===== src/rtl/reg_writeback_pkg.sv =====
// Shared register-file types and write-back defaults.
// Holds bus widths, typedefs and the load-queue depth.
package reg_writeback_pkg;

   localparam int RegAddrW = 5;
   localparam int RegDataW = 32;
   localparam int LdQDepth = 4;

   typedef logic [RegAddrW-1:0] RegAddrBus;
   typedef logic [RegDataW-1:0] RegBus;
   typedef logic                WriteEnable;

endpackage


===== src/rtl/reg_writeback_if.sv =====
// Write-back bus: pipeline write, load handshake, rf port, pend query.
// master drives requests/queries, slave (reg_writeback) drives results.
interface reg_writeback_if
   import reg_writeback_pkg::*;
#(
   parameter int ADDR_W = RegAddrW,
   parameter int DATA_W = RegDataW
);

   logic              pipe_we;
   logic [ADDR_W-1:0] pipe_waddr;
   logic [DATA_W-1:0] pipe_wdata;
   logic              ld_valid;
   logic              ld_ready;
   logic [ADDR_W-1:0] ld_waddr;
   logic [DATA_W-1:0] ld_wdata;
   logic              rf_we;
   logic [ADDR_W-1:0] rf_waddr;
   logic [DATA_W-1:0] rf_wdata;
   logic [ADDR_W-1:0] q_raddr1;
   logic [ADDR_W-1:0] q_raddr2;
   logic              pend1;
   logic              pend2;

   modport master (
      output pipe_we, pipe_waddr, pipe_wdata,
      output ld_valid, ld_waddr, ld_wdata,
      output q_raddr1, q_raddr2,
      input  ld_ready, rf_we, rf_waddr, rf_wdata,
      input  pend1, pend2
   );

   modport slave (
      input  pipe_we, pipe_waddr, pipe_wdata,
      input  ld_valid, ld_waddr, ld_wdata,
      input  q_raddr1, q_raddr2,
      output ld_ready, rf_we, rf_waddr, rf_wdata,
      output pend1, pend2
   );

endinterface


===== src/rtl/wb_ldq.sv =====
// Load-completion FIFO with per-entry live bit, kill-by-address and
// pend lookup. Ports: push/pop, kill, head view, ready/empty, pend1/2.
module wb_ldq #(
   parameter int DEPTH  = 4,
   parameter int ADDR_W = 5,
   parameter int DATA_W = 32
) (
   input  logic              clk,
   input  logic              rst,
   input  logic              push,
   input  logic [ADDR_W-1:0] push_addr,
   input  logic [DATA_W-1:0] push_data,
   input  logic              pop,
   input  logic              kill,
   input  logic [ADDR_W-1:0] kill_addr,
   input  logic [ADDR_W-1:0] q_raddr1,
   input  logic [ADDR_W-1:0] q_raddr2,
   output logic              ready,
   output logic              empty,
   output logic              head_live,
   output logic [ADDR_W-1:0] head_addr,
   output logic [DATA_W-1:0] head_data,
   output logic              pend1,
   output logic              pend2
);

   localparam int CW = $clog2(DEPTH + 1);
   localparam int PW = $clog2(DEPTH);

   logic [CW-1:0]     count;
   logic [PW-1:0]     rd_ptr;
   logic [PW-1:0]     wr_ptr;
   logic [DEPTH-1:0]  live;
   logic [ADDR_W-1:0] addr_q [DEPTH];
   logic [DATA_W-1:0] data_q [DEPTH];

   // ready comes only from the registered count
   assign ready     = !rst && (count < CW'(DEPTH));
   assign empty     = (count == '0);
   assign head_live = live[rd_ptr];
   assign head_addr = addr_q[rd_ptr];
   assign head_data = data_q[rd_ptr];

   always_ff @(posedge clk) begin
      if (rst) begin
         count  <= '0;
         rd_ptr <= '0;
         wr_ptr <= '0;
         live   <= '0;
      end else begin
         for (int i = 0; i < DEPTH; i++) begin
            if (kill && addr_q[i] == kill_addr)
               live[i] <= 1'b0;
         end
         if (push) begin
            live[wr_ptr]   <= 1'b1;
            addr_q[wr_ptr] <= push_addr;
            data_q[wr_ptr] <= push_data;
            wr_ptr         <= wr_ptr + 1'b1;
         end
         if (pop) begin
            live[rd_ptr] <= 1'b0;
            rd_ptr       <= rd_ptr + 1'b1;
         end
         case ({push, pop})
            2'b10:   count <= count + 1'b1;
            2'b01:   count <= count - 1'b1;
            default: ;
         endcase
      end
   end

   always_comb begin
      pend1 = 1'b0;
      pend2 = 1'b0;
      for (int i = 0; i < DEPTH; i++) begin
         if (live[i] && addr_q[i] == q_raddr1) pend1 = 1'b1;
         if (live[i] && addr_q[i] == q_raddr2) pend2 = 1'b1;
      end
      if (rst || q_raddr1 == '0) pend1 = 1'b0;
      if (rst || q_raddr2 == '0) pend2 = 1'b0;
   end

endmodule


===== src/rtl/reg_writeback.sv =====
// Register-file write-port arbiter: pipeline writes win, queued loads
// drain into idle slots. Ports: clk, rst, bus (reg_writeback_if.slave).
module reg_writeback
   import reg_writeback_pkg::*;
#(
   parameter int DEPTH  = LdQDepth,
   parameter int ADDR_W = RegAddrW,
   parameter int DATA_W = RegDataW
) (
   input  logic           clk,
   input  logic           rst,
   reg_writeback_if.slave bus
);

   logic              pipe_ok;
   logic              ld_xfer;
   logic              ld_ok;
   logic              q_ready;
   logic              q_empty;
   logic              q_push;
   logic              q_pop;
   logic              head_live;
   logic [ADDR_W-1:0] head_addr;
   logic [DATA_W-1:0] head_data;

   assign pipe_ok = bus.pipe_we && (bus.pipe_waddr != '0);
   assign ld_xfer = bus.ld_valid && q_ready;
   // x0 loads and loads overtaken by a same-cycle pipe write vanish
   assign ld_ok   = ld_xfer && (bus.ld_waddr != '0) &&
                    !(pipe_ok && bus.pipe_waddr == bus.ld_waddr);
   assign q_pop   = !pipe_ok && !q_empty;
   // a load bypasses the queue only when nothing else wants the slot
   assign q_push  = ld_ok && (pipe_ok || !q_empty);

   assign bus.ld_ready = q_ready;

   wb_ldq #(
      .DEPTH  (DEPTH),
      .ADDR_W (ADDR_W),
      .DATA_W (DATA_W)
   ) u_ldq (
      .clk       (clk),
      .rst       (rst),
      .push      (q_push),
      .push_addr (bus.ld_waddr),
      .push_data (bus.ld_wdata),
      .pop       (q_pop),
      .kill      (pipe_ok),
      .kill_addr (bus.pipe_waddr),
      .q_raddr1  (bus.q_raddr1),
      .q_raddr2  (bus.q_raddr2),
      .ready     (q_ready),
      .empty     (q_empty),
      .head_live (head_live),
      .head_addr (head_addr),
      .head_data (head_data),
      .pend1     (bus.pend1),
      .pend2     (bus.pend2)
   );

   always_ff @(posedge clk) begin
      if (rst) begin
         bus.rf_we    <= 1'b0;
         bus.rf_waddr <= '0;
         bus.rf_wdata <= '0;
      end else if (pipe_ok) begin
         bus.rf_we    <= 1'b1;
         bus.rf_waddr <= bus.pipe_waddr;
         bus.rf_wdata <= bus.pipe_wdata;
      end else if (!q_empty) begin
         // a killed head still burns this slot
         bus.rf_we    <= head_live;
         bus.rf_waddr <= head_addr;
         bus.rf_wdata <= head_data;
      end else if (ld_ok) begin
         bus.rf_we    <= 1'b1;
         bus.rf_waddr <= bus.ld_waddr;
         bus.rf_wdata <= bus.ld_wdata;
      end else begin
         bus.rf_we    <= 1'b0;
      end
   end

endmodule

===== src/flat_wrapper.sv =====
// flat-port wrapper written by rule: the top's interface ports become plain ports
module reg_writeback_flat import reg_writeback_pkg::*;
#(
   parameter int DEPTH  = LdQDepth,
   parameter int ADDR_W = RegAddrW,
   parameter int DATA_W = RegDataW
)
  (clk, rst, bus_pipe_we, bus_pipe_waddr, bus_pipe_wdata, bus_ld_valid, bus_ld_waddr, bus_ld_wdata, bus_q_raddr1, bus_q_raddr2, bus_ld_ready, bus_rf_we, bus_rf_waddr, bus_rf_wdata, bus_pend1, bus_pend2);
  reg_writeback_if #(.ADDR_W(ADDR_W), .DATA_W(DATA_W)) bus_i ();
  input  logic clk;
  input  logic rst;
  input wire logic [$bits(bus_i.pipe_we)-1:0] bus_pipe_we;
  input wire logic [$bits(bus_i.pipe_waddr)-1:0] bus_pipe_waddr;
  input wire logic [$bits(bus_i.pipe_wdata)-1:0] bus_pipe_wdata;
  input wire logic [$bits(bus_i.ld_valid)-1:0] bus_ld_valid;
  input wire logic [$bits(bus_i.ld_waddr)-1:0] bus_ld_waddr;
  input wire logic [$bits(bus_i.ld_wdata)-1:0] bus_ld_wdata;
  input wire logic [$bits(bus_i.q_raddr1)-1:0] bus_q_raddr1;
  input wire logic [$bits(bus_i.q_raddr2)-1:0] bus_q_raddr2;
  output wire logic [$bits(bus_i.ld_ready)-1:0] bus_ld_ready;
  output wire logic [$bits(bus_i.rf_we)-1:0] bus_rf_we;
  output wire logic [$bits(bus_i.rf_waddr)-1:0] bus_rf_waddr;
  output wire logic [$bits(bus_i.rf_wdata)-1:0] bus_rf_wdata;
  output wire logic [$bits(bus_i.pend1)-1:0] bus_pend1;
  output wire logic [$bits(bus_i.pend2)-1:0] bus_pend2;
  assign bus_i.pipe_we = bus_pipe_we;
  assign bus_i.pipe_waddr = bus_pipe_waddr;
  assign bus_i.pipe_wdata = bus_pipe_wdata;
  assign bus_i.ld_valid = bus_ld_valid;
  assign bus_i.ld_waddr = bus_ld_waddr;
  assign bus_i.ld_wdata = bus_ld_wdata;
  assign bus_i.q_raddr1 = bus_q_raddr1;
  assign bus_i.q_raddr2 = bus_q_raddr2;
  assign bus_ld_ready = bus_i.ld_ready;
  assign bus_rf_we = bus_i.rf_we;
  assign bus_rf_waddr = bus_i.rf_waddr;
  assign bus_rf_wdata = bus_i.rf_wdata;
  assign bus_pend1 = bus_i.pend1;
  assign bus_pend2 = bus_i.pend2;
  reg_writeback #(.DEPTH(DEPTH), .ADDR_W(ADDR_W), .DATA_W(DATA_W)) u_core (.clk(clk), .rst(rst), .bus(bus_i));
endmodule

===== config.mk =====
export PLATFORM = sky130hd
export DESIGN_NAME = reg_writeback_flat
export DESIGN_NICKNAME = d
export VERILOG_FILES = /design/src/rtl/reg_writeback_pkg.sv /design/src/rtl/reg_writeback_if.sv /design/src/rtl/wb_ldq.sv /design/src/rtl/reg_writeback.sv /design/src/flat_wrapper.sv
export SDC_FILE = /design/constraint.sdc
export NUM_CORES = 1
export LEC_CHECK = 0
export BUFFER_PORTS_ARGS = -buffer_cell sky130_fd_sc_hd__buf_2
export CAP_MARGIN = 20
export CORE_ASPECT_RATIO = 0.8
export CORE_MARGIN = 1.5
export CORE_UTILIZATION = 55
export CTS_BUF_LIST = sky130_fd_sc_hd__clkbuf_4
export DETAILED_ROUTE_END_ITERATION = 16
export PLACE_DENSITY = 0.82
export SYNTH_ARGS = -nofsm -noshare
export SYNTH_HDL_FRONTEND = slang
export SYNTH_SLANG_ARGS = --single-unit
export TNS_END_PERCENT = 10

===== constraint.sdc =====
create_clock -name clk -period 7.44 [get_ports clk]
set_input_delay 0.372 -clock clk [delete_from_list [all_inputs] [get_ports clk]]
set_output_delay 0.372 -clock clk [all_outputs]
set_load 0.005 [all_outputs]

==> results_dict.tcl <==
set metrics [dict create \
    status "complete, no violations" \
    power_density_mw_per_mm2 254 \
    max_stage_delay_ps 850 \
    routed_via_density 6.05 \
    syn_area_per_cell_um2 14.6 \
    first_iter_violations 604 \
    area_growth_pct 15.2 \
    tns_ps 0 \
    holdWs_ps 45.4 \
    die_x_um 144 \
    cts-root-buf "clkbuf_4" \
    critPathBufInv 4 \
    cts_post_setup_buffers_inserted 0 \
    nets 835 \
    grt_pass1_vias 5604 \
    critPathSlowestCell "o211ai_4" \
    drc 0 \
    path_class "input pin to flop" \
    r2r_slack_ps 4360 \
    dr.pass1.iters 5 \
    grt_max_degree 50 \
    drive_gt1_frac 0.287 \
    ff2ff_path_depth 4 \
    netlist_area_mm2 0.00875 \
    synth-simple-area-share 0.0596 \
    grt_overflow_total 0 \
    ioPinCount 129 \
    cp_cell_sequence "dlygate4sd3_1, buf_2, or4_1, o211ai_4, a311oi_4, inv_1, ha_1, inv_1, fa_1, xor2_1, or3_1, a21oi_1" \
    syn_inst 599 \
    max-cap-violations 0 \
    initial_core_util 0.559 \
    row_count 41 \
    coreArea_mm2 0.0156 \
    die_area_mm2 0.0167 \
    cp-endpoint "u_core.u_ldq.count[2]$_SDFFE_PP0P_" \
    cts.htree.levels 4 \
    grt_pass1_wl_um 31100 \
    fin_crit_ps 3670 \
    dp.cells 897 \
    io_buffers 128 \
    max_freq_mhz 272 \
    insertion_delay_ps 590 \
    relSlewSlack 0.289 \
    synth_top_family_by_area "compound AO/OA/AOI/OAI gates" \
    start_kind "input pin" \
    hpwl_um 13100 \
    rr_startpoint "u_core.u_ldq.count[2]$_SDFFE_PP0P_" \
    r2r-end "u_core.u_ldq.data_q[3][0]$_DFFE_PP_" \
    ys_ff_latch 199 \
    wl_per_cell_um 21.2 \
    critical-path-top-delay-family "compound AO/OA/AOI/OAI gates" \
    fillers 1124 \
    yosys.area_share.xor_xnor 0.0691 \
    hold_class "input pin to flop" \
    cts_buffer_depth 2 \
    synth_edf_count 148 \
    antenna_found_initial 2 \
    critPathMaxFanout 39 \
    synth_mux_area_frac 0.0989 \
    syn_nets 697 \
    ant_nets 0 \
    skew_ps 21.3 \
    path_clk_slew_ps 160 \
    finalSetupViolCount 0 \
    gp_congestion 0.924 \
    post-route-period-util 0.494 \
    end_kind "flop" \
    drv_slew 0 \
    grt_usage 0.255 \
    cts_buffers 17 \
    cts_tree "built" \
    crit_arrival_ps 4190 \
    critPathLaunch "bus_ld_waddr[2]" \
    ys.flop_type "edfxtp_1" \
    peakVddDrop_mv 0.146 \
    synth_compound_area_frac 0.102 \
    cp_common_cell "inv_1" \
    cp.depth 12 \
    fp.dieH_um 116 \
    async_flop_share 0 \
    crit_required_ps 7960 \
    rsz0062_at_grt "false" \
    num_vias 5847 \
    synth.distinct_cells 41 \
    yosysSeqAreaShare 0.625 \
    fin_cells 967 \
    yosys_warnings 0 \
    synth-adder-area-share 0.0152 \
    clock_sinks 199 \
    hold_viol 0 \
    tightest_slew_ps 1070 \
    p_leak_nw 3.51 \
    routed_wl_um 20500 \
]
state kept, by name (all words and copies together), names as in the netlist, named ones only:
| signal | count |
|---|---|
| u_core.u_ldq.wr_ptr | 2 |
| u_core.u_ldq.rd_ptr | 2 |
| u_core.bus.rf_wdata | 32 |
| u_core.u_ldq.live | 4 |
| u_core.u_ldq.count | 3 |
| u_core.u_ldq.addr_q | 20 |
| u_core.u_ldq.data_q | 128 |
| u_core.bus.rf_we | 1 |
| u_core.bus.rf_waddr | 5 |
layout make-up:
class | count | area (um^2) | area share
well taps | 215 | 269 | 0.0267
clock inverters | 13 | 80.1 | 0.00794
multi-input cells | 341 | 3040 | 0.302
diodes | 2 | 5.00 | 0.000496
repair buffers | 169 | 1040 | 0.103
clock buffers | 19 | 143 | 0.0141
inverters | 9 | 33.8 | 0.00335
flip-flops and latches | 199 | 5470 | 0.542
stage by stage:
| step | cell area, um^2 | worst slack, ps | power, W | utilization |
|---|---|---|---|---|
| after floorplan | 8750 | 4460 | 0.00184 | - |
| after global placement | 9490 | 3930 | 0.00204 | 0.606 |
| after detailed placement | 9490 | 3750 | 0.00207 | 0.606 |
| after CTS | 10100 | 3850 | 0.00256 | 0.643 |
| after global routing | 10100 | 3610 | 0.00269 | 0.644 |
| final | 10100 | 3770 | 0.00256 | 0.644 |
worst register-to-register path, cell delays in order (launching register included):
cell and delay, ps:
dfxtp_1 400, nor2_1 300, o211ai_4 410, a311oi_4 620, and2_2 960
where the power goes:
group / internal, W / total [W] / switching [W]
logic: 0.000314 / 0.000700 / 0.000385
registers: 0.00130 / 0.00138 / 0.0000805
clock network: 0.000137 / 0.000488 / 0.000350
cells in the mapped netlist, types with 2 or more instances:
cell type,instances,area [um^2]
xnor2_1,18,158
dfxtp_1,51,1020
nand3_1,4,20.0
a31oi_1,4,25.0
and2_1,4,25.0
a32oi_1,4,35.0
ha_1,9,113
o21ai_0,32,160
xor2_1,51,447
a21oi_1,39,195
nand2_1,4,15.0
buf_4,2,15.0
buf_6,4,45.0
mux4_2,38,856
nand4_1,4,25.0
o221ai_1,33,289
nor2_1,13,48.8
a22oi_1,2,15.0
nor3_1,6,30.0
or3_1,37,231
buf_2,11,55.1
a211oi_1,4,30.0
and3_1,2,12.5
o211ai_1,2,15.0
clkbuf_1,33,124
edfxtp_1,148,4440
inv_1,9,33.8
o21ai_1,6,30.0
nor4_1,11,68.8
or4_1,3,22.5
what timing repair did:
item                                    4_1_cts  5_1_grt
endpoints found under the hold margin       136        0
endpoints found under the setup margin        0        0
gates resized for setup                       0        0
hold buffers                                 35        0
layer usage:
layer / wire, um / GRT usage / up-vias / part of all wire
met2: 9980 / 0.397 / 285 / 0.49
met4: 418 / 0.0946 / 0 / 0.020
li1: - / - / 2633 / -
met1: 8560 / 0.359 / 2887 / 0.42
met3: 1520 / 0.0517 / 42 / 0.074
met5: 0 / 0 / - / 0
logic make-up after synthesis:
family,Yosys count
AOI/OAI and AO/OA,133
xor gates and xnor gates,69
adders and majority gates,10
buffers and inverters,59
DFF,199
muxes,39
and+or+nand+nor,90
placed cells by master (no fill, tap or decap), types with 3 or more instances in the layout:
| cell | instances |
|---|---|
| a211oi_1 | 4 |
| a21oi_1 | 39 |
| a31oi_1 | 4 |
| a32oi_1 | 4 |
| and2_2 | 4 |
| buf_2 | 128 |
| buf_4 | 5 |
| clkbuf_4 | 19 |
| clkinv_2 | 6 |
| dfxtp_1 | 49 |
| dlygate4sd3_1 | 35 |
| edfxtp_1 | 148 |
| ha_1 | 9 |
| inv_1 | 9 |
| inv_6 | 3 |
| mux4_2 | 38 |
| nand2_1 | 4 |
| nand3_1 | 4 |
| nand4_1 | 4 |
| nor2_1 | 13 |
| nor3_1 | 5 |
| nor4_1 | 11 |
| o21ai_0 | 32 |
| o21ai_1 | 6 |
| o221ai_1 | 33 |
| or3_1 | 37 |
| or4_1 | 3 |
| xnor2_1 | 18 |
| xor2_1 | 51 |
worst min path at each step:
stage               slack (ps)  cells after the start                                   to                                 from
floorplan                  440                      1  u_core.bus.rf_waddr[4]$_SDFFE_PP0P_                                  rst
global placement           510                      2  u_core.bus.rf_waddr[3]$_SDFFE_PP0P_  u_core.bus.rf_waddr[3]$_SDFFE_PP0P_
detailed placement         520                      2  u_core.bus.rf_waddr[0]$_SDFFE_PP0P_  u_core.bus.rf_waddr[0]$_SDFFE_PP0P_
finish                      50                      1  u_core.u_ldq.addr_q[3][0]$_DFFE_PP_                      bus_ld_waddr[0]
global route                10                      1  u_core.u_ldq.addr_q[3][0]$_DFFE_PP_                      bus_ld_waddr[0]
CTS                         10                      1  u_core.u_ldq.addr_q[3][0]$_DFFE_PP_                      bus_ld_waddr[0]
No activity file was read; power rests on OpenSTA's default activity.
